## src/rtl/fg_prog_pkg.sv

```systemverilog
// Shared types and constants for the floating-gate programming sequencer.
// States, mode encoding, default phase timing and the phase-timer width.
package fg_prog_pkg;

   typedef enum logic [2:0] {
      ST_IDLE,
      ST_SETUP,
      ST_PULSE,
      ST_GAP,
      ST_RELEASE
   } state_e;

   localparam logic MODE_INJ = 1'b0;
   localparam logic MODE_TUN = 1'b1;

   localparam int DEF_NUM_ROWS  = 10;
   localparam int DEF_ROW_BITS  = 6;
   localparam int DEF_COL_BITS  = 5;
   localparam int DEF_SETUP_CYC = 4;
   localparam int DEF_PULSE_CYC = 100;
   localparam int DEF_GAP_CYC   = 20;

   // Wide enough for any practical phase length; a phase of L cycles loads L-1.
   localparam int TIMER_W = 16;

endpackage

```

## src/rtl/fg_prog_timer.sv

```systemverilog
// Loadable down-counter with terminal-count flag, shared by the SETUP, PULSE
// and GAP phases of the sequencer.
module fg_prog_timer
   import fg_prog_pkg::*;
#(
   parameter int W = TIMER_W
) (
   input  logic         clk,
   input  logic         rst_n,
   input  logic         load_i,
   input  logic [W-1:0] load_val_i,
   output logic         tc_o
);

   logic [W-1:0] cnt_q;

   // NOTE: sequential state uses non-blocking assignments so every flop samples
   // pre-edge values, independent of process evaluation order.
   always_ff @(posedge clk or negedge rst_n) begin
      if (!rst_n) begin
         cnt_q <= '0;
      end else if (load_i) begin
         cnt_q <= load_val_i;
      end else if (cnt_q != '0) begin
         cnt_q <= cnt_q - W'(1);
      end
   end

   assign tc_o = (cnt_q == '0);

endmodule

```

## src/rtl/fg_prog_sequencer.sv

```systemverilog
// Floating-gate programming sequencer: decoder setup, N inject/tunnel pulses
// separated by gaps, then release. Optional abort input under FG_PROG_ABORT_EN.
module fg_prog_sequencer
   import fg_prog_pkg::*;
#(
   parameter int NUM_ROWS  = DEF_NUM_ROWS,
   parameter int ROW_BITS  = DEF_ROW_BITS,
   parameter int COL_BITS  = DEF_COL_BITS,
   parameter int SETUP_CYC = DEF_SETUP_CYC,
   parameter int PULSE_CYC = DEF_PULSE_CYC,
   parameter int GAP_CYC   = DEF_GAP_CYC
) (
   input  logic                clk,
   input  logic                rst_n,
   input  logic                cmd_valid,
   output logic                cmd_ready,
   input  logic [ROW_BITS-1:0] cmd_row,
   input  logic [COL_BITS-1:0] cmd_col,
   input  logic                cmd_mode,
   input  logic [7:0]          cmd_pulses,
   output logic [ROW_BITS-1:0] dec_row,
   output logic [COL_BITS-1:0] dec_col,
   output logic                dec_en,
   output logic                drain_sel,
   output logic                prog_en,
   output logic                vinj_pulse,
   output logic                tun_en,
   output logic                busy,
   output logic                done,
   output logic                err
`ifdef FG_PROG_ABORT_EN
   ,
   input  logic                abort
`endif
);

   localparam logic [TIMER_W-1:0] SETUP_LD = TIMER_W'(SETUP_CYC - 1);
   localparam logic [TIMER_W-1:0] PULSE_LD = TIMER_W'(PULSE_CYC - 1);
   localparam logic [TIMER_W-1:0] GAP_LD   = TIMER_W'(GAP_CYC - 1);

   state_e              state_q, state_d;
   logic [ROW_BITS-1:0] row_q, row_d;
   logic [COL_BITS-1:0] col_q, col_d;
   logic                mode_q, mode_d;
   logic [7:0]          pulses_q, pulses_d;
   logic                err_q, err_d;

   logic                tmr_load;
   logic [TIMER_W-1:0]  tmr_val;
   logic                tmr_tc;
   logic                row_ok;

   assign row_ok = (32'(cmd_row) < 32'(NUM_ROWS));

   fg_prog_timer #(.W(TIMER_W)) u_timer (
      .clk        (clk),
      .rst_n      (rst_n),
      .load_i     (tmr_load),
      .load_val_i (tmr_val),
      .tc_o       (tmr_tc)
   );

   always_ff @(posedge clk or negedge rst_n) begin
      if (!rst_n) begin
         state_q  <= ST_IDLE;
         row_q    <= '0;
         col_q    <= '0;
         mode_q   <= MODE_INJ;
         pulses_q <= '0;
         err_q    <= 1'b0;
      end else begin
         state_q  <= state_d;
         row_q    <= row_d;
         col_q    <= col_d;
         mode_q   <= mode_d;
         pulses_q <= pulses_d;
         err_q    <= err_d;
      end
   end

   // Drives decode straight from state_q so an async reset drops them at once.
   always_comb begin
      // NOTE: every signal gets a default before the case so no path infers a latch.
      state_d    = state_q;
      row_d      = row_q;
      col_d      = col_q;
      mode_d     = mode_q;
      pulses_d   = pulses_q;
      err_d      = err_q;
      tmr_load   = 1'b0;
      tmr_val    = '0;
      cmd_ready  = 1'b0;
      dec_en     = 1'b0;
      drain_sel  = 1'b0;
      prog_en    = 1'b0;
      vinj_pulse = 1'b0;
      tun_en     = 1'b0;
      done       = 1'b0;
      err        = 1'b0;

      unique case (state_q)
         ST_IDLE: begin
            cmd_ready = 1'b1;
            if (cmd_valid) begin
               row_d    = cmd_row;
               col_d    = cmd_col;
               mode_d   = cmd_mode;
               pulses_d = cmd_pulses;
               err_d    = !row_ok;
               if (row_ok) begin
                  state_d  = ST_SETUP;
                  tmr_load = 1'b1;
                  tmr_val  = SETUP_LD;
               end else begin
                  state_d = ST_RELEASE;
               end
            end
         end
         ST_SETUP: begin
            dec_en    = 1'b1;
            prog_en   = 1'b1;
            drain_sel = (mode_q == MODE_INJ);
            if (tmr_tc) begin
               if (pulses_q != 8'd0) begin
                  state_d  = ST_PULSE;
                  tmr_load = 1'b1;
                  tmr_val  = PULSE_LD;
               end else begin
                  state_d = ST_RELEASE;
               end
            end
         end
         ST_PULSE: begin
            dec_en     = 1'b1;
            prog_en    = 1'b1;
            drain_sel  = (mode_q == MODE_INJ);
            vinj_pulse = (mode_q == MODE_INJ);
            tun_en     = (mode_q == MODE_TUN);
            if (tmr_tc) begin
               pulses_d = pulses_q - 8'd1;
               if (pulses_q != 8'd1) begin
                  state_d  = ST_GAP;
                  tmr_load = 1'b1;
                  tmr_val  = GAP_LD;
               end else begin
                  state_d = ST_RELEASE;
               end
            end
         end
         ST_GAP: begin
            dec_en    = 1'b1;
            prog_en   = 1'b1;
            drain_sel = (mode_q == MODE_INJ);
            if (tmr_tc) begin
               state_d  = ST_PULSE;
               tmr_load = 1'b1;
               tmr_val  = PULSE_LD;
            end
         end
         ST_RELEASE: begin
            done    = 1'b1;
            err     = err_q;
            state_d = ST_IDLE;
         end
         default: begin
            state_d = ST_IDLE;
         end
      endcase

`ifdef FG_PROG_ABORT_EN
      if (abort && (state_q == ST_SETUP || state_q == ST_PULSE || state_q == ST_GAP)) begin
         state_d  = ST_RELEASE;
         tmr_load = 1'b0;
      end
`endif
   end

   assign dec_row = row_q;
   assign dec_col = col_q;
   assign busy    = (state_q != ST_IDLE);

endmodule

```

## config.mk

```make
export PLATFORM = sky130hd
export DESIGN_NAME = fg_prog_sequencer
export DESIGN_NICKNAME = d
export VERILOG_FILES = /design/src/rtl/fg_prog_pkg.sv /design/src/rtl/fg_prog_timer.sv /design/src/rtl/fg_prog_sequencer.sv
export SDC_FILE = /design/constraint.sdc
export NUM_CORES = 1
export LEC_CHECK = 0
export BUFFER_PORTS_ARGS = -buffer_cell sky130_fd_sc_hd__buf_2
export CORE_MARGIN = 2
export CORE_UTILIZATION = 52
export CTS_BUF_LIST = sky130_fd_sc_hd__clkbuf_8
export DETAILED_ROUTE_END_ITERATION = 7
export HOLD_SLACK_MARGIN = 0.15
export PLACE_DENSITY = 0.83
export SLEW_MARGIN = 25
export SYNTH_ARGS = -nofsm -noshare
export SYNTH_HDL_FRONTEND = slang
export SYNTH_SLANG_ARGS = --single-unit
```

## constraint.sdc

```tcl
create_clock -name clk -period 1.92 [get_ports clk]
set_input_delay 0.288 -clock clk [delete_from_list [all_inputs] [get_ports clk]]
set_output_delay 0.288 -clock clk [all_outputs]
set_load 0.01 [all_outputs]
```

Yosys cells after proc, flatten, opt, wreduce, memory -nomap -nowiden
Index checks and enable logic that the tools add are counted.

Equality and inequality tests: 9. Shift operators: 0. $mul: 0. Mux-type cells: 36. Reductions and logical operators: 12. Order comparisons: 1. Add/subtract/negate cells: 2. Bitwise logic cells: 1. Divide/modulo/power cells: 0.

Operators by type and width (count): $mux 16 (2); $pmux 7 s4 (1); $mux 3 (7); $mux 7 (3); $logic_not 16->1 (1); $mux 8 (2); $pmux 8 s2 (1); $reduce_bool 16->1 (1); $sub 16x1->16 const B (1); $mux 1 (14); $pmux 3 s4 (1); $mux 5 (2); $ne 2x2->1 const B (4); $ne 8x1->1 const B (1); $reduce_bool 8->1 (1); $sub 8x1->8 const B (1); $eq 3x2->1 const B (2); $lt 6x4->1 const B (1); $mux 2 (2); $pmux 1 s4 (1); $reduce_and 4->1 (1); $reduce_bool 2->1 (2); $eq 3x1->1 const B (1); $eq 3x3->1 const B (1); 7 further kinds (7).

Logic and storage cells: 68. Output and inout port bits: 20. Input bits: 23. ROM bits: 0. Register bits: 40. RAM bits: 0. Memories kept: 0. Bits in latches: 0.

Depth between registers and ports, before layout
Word-level depth: 5. Depth in mapped cells: 8.

Hierarchy
From an unflattened synthesis, not the netlist that was laid out.

Cell total of the unflattened synthesis: 234. Area total of the unflattened synthesis: 2398.6 um^2.

By module, submodules not included: fg_prog_sequencer (cells each 130, area each 1392.6 um^2, seq. area each 600.6 um^2, times used 1); fg_prog_timer (cells each 104, area each 1006.0 um^2, seq. area each 400.4 um^2, times used 1).

Worst setup path before layout
No wires, ideal clock.

Path kind: register -> register. From: register pulses_q[0]. To: register u_timer.cnt_q[12]. Setup slack: 0.138 ns. Period minus slack after synthesis: 1.782 ns. Cell stages (with the launch flop): 8. Data arrival time: 1.648 ns. Library setup time: 0.135 ns. Path through: dfrtp_1 > inv_1 > ha_1 > nor2b_1 > a21o_1 > a211o_1 > o21ai_1 > nor2_1.

Word-level cells in the longest chain between the ends: 5.

RTL lines: start: declaration (RTL line fg_prog_sequencer.sv:45) `logic [7:0] pulses_q, pulses_d;`; start signal: assignment (RTL line fg_prog_sequencer.sv:76) `pulses_q <= pulses_d;`; $ne 8x1->1 / $reduce_bool 8->1 (equally long branches) (RTL line fg_prog_sequencer.sv:141, fg_prog_sequencer.sv:124); $mux 1, on equally long branches (RTL line fg_prog_sequencer.sv:141, fg_prog_sequencer.sv:124); $mux 1, on equally long branches (RTL line fg_prog_sequencer.sv:139, fg_prog_sequencer.sv:123); $pmux 1 s4 * (RTL line fg_prog_sequencer.sv:101) `unique case (state_q)`; $mux 16 / $reduce_bool 2->1 (equally long branches); end signal: assignment (RTL line fg_prog_timer.sv:23) `cnt_q <= load_val_i;`; end signal: assignment (RTL line fg_prog_timer.sv:25) `cnt_q <= cnt_q - W'(1);`; end: declaration (RTL line fg_prog_timer.sv:15) `logic [W-1:0] cnt_q;`.

Every way passes the cells marked *; elsewhere a longest branch is shown, timed or not. A chain may end at the register's enable or synchronous reset.

Worst setup path in the final report
From: register state_q[0]. To: output port vinj_pulse.

Word-level cells in the longest chain between the ends: 2.

RTL lines: start: declaration (RTL line fg_prog_sequencer.sv:41) `state_e state_q, state_d;`; start signal: assignment (RTL line fg_prog_sequencer.sv:72) `state_q <= state_d;`; $eq 3x2->1 (RTL line fg_prog_sequencer.sv:101); $mux 1 (RTL line fg_prog_sequencer.sv:101); end: declaration (RTL line fg_prog_sequencer.sv:26) `output logic vinj_pulse,`.

No other way between the ends.

==> run_summary.xml <==
<?xml version="1.0" encoding="UTF-8"?>
<metrics>
  <group name="timing">
    <metric name="worst_slew_pin_slew" unit="ns">0.378</metric>
    <metric name="final.min_clock_period" unit="ns">1.85</metric>
    <metric name="fin_ws" unit="ns">0.0725</metric>
    <metric name="hold_viol" unit="">0</metric>
    <metric name="layout_worst_path_cycle_share" unit="%">96.2</metric>
    <metric name="timing.slew.headroom" unit="%">74.7</metric>
    <metric name="finalSetupViolations" unit="">0</metric>
    <metric name="maxSlewViolCount" unit="">0</metric>
    <metric name="tns" unit="ns">0</metric>
    <metric name="maximum_clock_frequency" unit="MHz">541</metric>
    <metric name="timing.clock.skew" unit="ns">0.00671</metric>
  </group>
  <group name="die">
    <metric name="placeableCoreArea" unit="um^2">4060</metric>
    <metric name="starting_density_of_the_core" unit="%">54.8</metric>
    <metric name="die_h" unit="um">69.4</metric>
    <metric name="die_outline_area" unit="um^2">4810</metric>
    <metric name="rows" unit="">23</metric>
    <metric name="floorplan.die.width" unit="um">69.4</metric>
    <metric name="boundaryPins" unit="">43</metric>
  </group>
  <group name="setup_path">
    <metric name="critical_path.startpoint_type" unit="">flop</metric>
    <metric name="path_class" unit="">reg -&gt; out</metric>
    <metric name="timing.critical_path.fanout_max" unit="">5</metric>
    <metric name="critPathSlowestCell" unit="">sky130_fd_sc_hd__dfrtp_1</metric>
    <metric name="cp-end-kind" unit="">primary output</metric>
    <metric name="crit_path_frequent_cell" unit="">sky130_fd_sc_hd__buf_4</metric>
    <metric name="cp.arrival" unit="ns">1.56</metric>
    <metric name="path_cells" unit="">buf_4 &gt; nor2_2 &gt; nand2_2 &gt; buf_4 &gt; nor2_1 &gt; buf_2</metric>
    <metric name="slowest_delay" unit="ns">0.45</metric>
    <metric name="worstPathRequired" unit="ns">1.63</metric>
  </group>
  <group name="global_routing">
    <metric name="grt_pass1_vias" unit="">1948</metric>
    <metric name="grt_start_max_net_pins" unit="">41</metric>
    <metric name="global_route.usage.total" unit="%">22.0</metric>
    <metric name="grt_antenna_before_repair" unit="">0</metric>
    <metric name="grt_pass1_wl" unit="um">8740</metric>
    <metric name="globalRoute.totalOverflow" unit="">0</metric>
  </group>
  <group name="run_status">
    <metric name="run_status" unit="">complete, no violations</metric>
  </group>
  <group name="route">
    <metric name="drt_first_iter_violations" unit="">109</metric>
    <metric name="detail_route.first_pass.iterations" unit="">4</metric>
    <metric name="ant_nets" unit="">0</metric>
    <metric name="wl_per_cell" unit="um">14.4</metric>
    <metric name="vias" unit="">2087</metric>
    <metric name="drt_drc_violations_left" unit="">0</metric>
    <metric name="drt_wl_total" unit="um">5280</metric>
    <metric name="vias_per_cell" unit="">5.69</metric>
  </group>
  <group name="logic_synthesis">
    <metric name="post_synth_main_area_contributors" unit="">sky130_fd_sc_hd__dfrtp_1 (45%), sky130_fd_sc_hd__nand2_1 (9.5%), sky130_fd_sc_hd__nor2_1 (4.2%)</metric>
    <metric name="asyncSetResetFlopFracSynth" unit="%">100</metric>
    <metric name="edff_count_synth" unit="">0</metric>
    <metric name="synth_seq_area_share" unit="%">45.0</metric>
    <metric name="yosys_most_used_dff" unit="">sky130_fd_sc_hd__dfrtp_1</metric>
    <metric name="synth.largest_area_cell" unit="">sky130_fd_sc_hd__dfrtp_1</metric>
    <metric name="synth_cell_types" unit="">49</metric>
    <metric name="synth.avg_cell_area" unit="um^2">8.86</metric>
    <metric name="number_of_standard_cells_after_synthesis" unit="">251</metric>
    <metric name="post_synth_instance_area" unit="um^2">2220</metric>
    <metric name="synthesis.yosys.warnings" unit="">0</metric>
    <metric name="synth_nets" unit="">279</metric>
    <metric name="synth-seq-cells" unit="">40</metric>
    <metric name="synth.top_cell.area_share" unit="%">45.0</metric>
  </group>
  <group name="clock_tree">
    <metric name="clock_latency_late_sink" unit="ns">0.30</metric>
    <metric name="cts-root-to-sink-buffers" unit="">2</metric>
    <metric name="cts_clk_pin_slew_worst_paths" unit="ns">0.08</metric>
    <metric name="tritoncts" unit="">yes</metric>
    <metric name="cts_inserted_buffers" unit="">5</metric>
    <metric name="cts_htree_levels" unit="">2</metric>
    <metric name="cts_num_sinks" unit="">40</metric>
    <metric name="cts.root.buffer_cell" unit="">sky130_fd_sc_hd__clkbuf_8</metric>
  </group>
  <group name="run">
    <metric name="timing.max_cap.violations" unit="">0</metric>
  </group>
  <group name="final_layout">
    <metric name="utilization" unit="%">69.0</metric>
    <metric name="layout.nets" unit="">344</metric>
    <metric name="antennaDiodeCount" unit="">0</metric>
    <metric name="final_cell_count_no_fill" unit="">367</metric>
    <metric name="layout-area-overhead-vs-synth" unit="%">25.9</metric>
    <metric name="drive_gt1_share" unit="%">29.7</metric>
  </group>
  <group name="placement">
    <metric name="dp_worst_setup_slack" unit="ns">0.0307</metric>
    <metric name="placed_cells" unit="">352</metric>
    <metric name="gp_congestion" unit="">0.949</metric>
    <metric name="hpwlAfterDp" unit="um">3750</metric>
    <metric name="placement.io_buffers" unit="">42</metric>
  </group>
  <group name="hold_path">
    <metric name="hold_class" unit="">in -&gt; reg</metric>
  </group>
  <group name="power_and_ir_drop">
    <metric name="max-vdd-ir-drop" unit="mV">0.850</metric>
    <metric name="power_density" unit="nW/um^2">1630</metric>
    <metric name="p_leak" unit="nW">1.38</metric>
  </group>
</metrics>
timing repair:
item                                   4_1_cts  5_1_grt
endpoints found under the hold margin       40        0
pin swaps                                    0        5
gates resized for setup                      1        9
hold buffers                                 1        0
setup endpoints to repair                    1       22
buffers inserted                             0        6
state kept, by name, indices dropped and copies added, names as in the netlist:
register and count:
dec_col 5, u_timer.cnt_q 16, state_q 3, err_q 1, pulses_q 8, dec_row 6
mode_q 1
kinds of logic (layout without fill, tap and decap cells):
| logic type | after synthesis | count (layout) | share of synthesized area, % |
|---|---|---|---|
| DFF | 40 | 40 | 45.0 |
| AOI/OAI and AO/OA | 42 | 42 | 12.8 |
| buffers and inverters | 19 | 85 | 3.94 |
| adders and majority gates | 5 | 5 | 2.81 |
| and+or+nand+nor | 138 | 138 | 32.6 |
| xor gates and xnor gates | 7 | 7 | 2.76 |
per-stage QoR:
stage | area, um^2 | total power [mW] | hold slack [ns]
floorplan | 2220 | 2.98 | -0.00759
detailed placement | 2610 | 3.74 | 0.276
global placement | 2610 | 3.67 | 0.278
global route | 2800 | 4.90 | 0.184
finish | 2800 | 4.55 | 0.175
CTS | 2730 | 4.45 | 0.170
worst max-delay path: cells and delay by family (launching register included):
kind	cells	cell delay, ns
buffers and inverters	3	0.49
AND/OR/NAND/NOR	3	0.32
flip-flops	1	0.45
report_power, final:
group	internal [mW]	switching (mW)	total, mW	leakage, nW
sequential	1.23	0.392	1.62	0.498
clock	0.385	0.307	0.691	0.0541
combinational	1.00	1.24	2.24	0.824
total	2.62	1.94	4.55	1.38
Yosys cell counts (4+ instances only):
cell,instances
sky130_fd_sc_hd__a21oi_1,11
sky130_fd_sc_hd__a32oi_1,4
sky130_fd_sc_hd__buf_2,4
sky130_fd_sc_hd__dfrtp_1,40
sky130_fd_sc_hd__ha_1,5
sky130_fd_sc_hd__inv_1,8
sky130_fd_sc_hd__nand2_1,56
sky130_fd_sc_hd__nand3_1,7
sky130_fd_sc_hd__nor2_1,25
sky130_fd_sc_hd__nor3_1,15
sky130_fd_sc_hd__nor4_1,4
sky130_fd_sc_hd__o21ai_0,7
sky130_fd_sc_hd__or3_1,6
sky130_fd_sc_hd__xnor2_1,7
cells in the final DEF, fill, tap and decap left out, drive strengths merged, types with 7 or more instances in the layout:
| cell | synthesis | layout |
|---|---|---|
| a21oi | 11 | 11 |
| buf | 7 | 67 |
| dfrtp | 40 | 40 |
| inv | 9 | 9 |
| nand2 | 57 | 57 |
| nand3 | 8 | 8 |
| nor2 | 27 | 27 |
| nor3 | 15 | 15 |
| o21ai | 8 | 8 |
| xnor2 | 7 | 7 |
metal layers:
layer / GRT usage [%] / vias to the layer above / share of wire (%)
li1: - / 1008 / -
met1: 29.0 / 972 / 43
met2: 36.3 / 100 / 47
met3: 5.81 / 7 / 8.2
met4: 5.01 / 0 / 1.1
met5: 0 / - / 0
final timing paths:
check / startpoint / cells after the start / endpoint / slack, ns
max in group asynchronous: rst_n / 3 / pulses_q[0]$_DFFE_PN0P_ / 1.23
min in group asynchronous: rst_n / 3 / u_timer.cnt_q[4]$_DFFE_PN0P_ / 0.49
max reg2reg: u_timer.cnt_q[1]$_DFFE_PN0P_ / 7 / u_timer.cnt_q[11]$_DFFE_PN0P_ / 0.09
max: state_q[0]$_DFFE_PN0P_ / 6 / vinj_pulse / 0.07
min reg2reg: dec_col[1]$_DFFE_PN0P_ / 2 / dec_col[1]$_DFFE_PN0P_ / 0.47
min: cmd_col[1] / 3 / dec_col[1]$_DFFE_PN0P_ / 0.18
final cells by class:
| class | instances | area (um^2) |
|---|---|---|
| well taps | 50 | 62.6 |
| flip-flops and latches | 40 | 1000 |
| clock inverters | 3 | 42.5 |
| clock buffers | 5 | 68.8 |
| multi-input cells | 192 | 1170 |
| repair buffers | 68 | 420 |
| fillers | 291 | 1260 |
| inverters | 9 | 33.8 |
(Power assumes the default switching activity.)
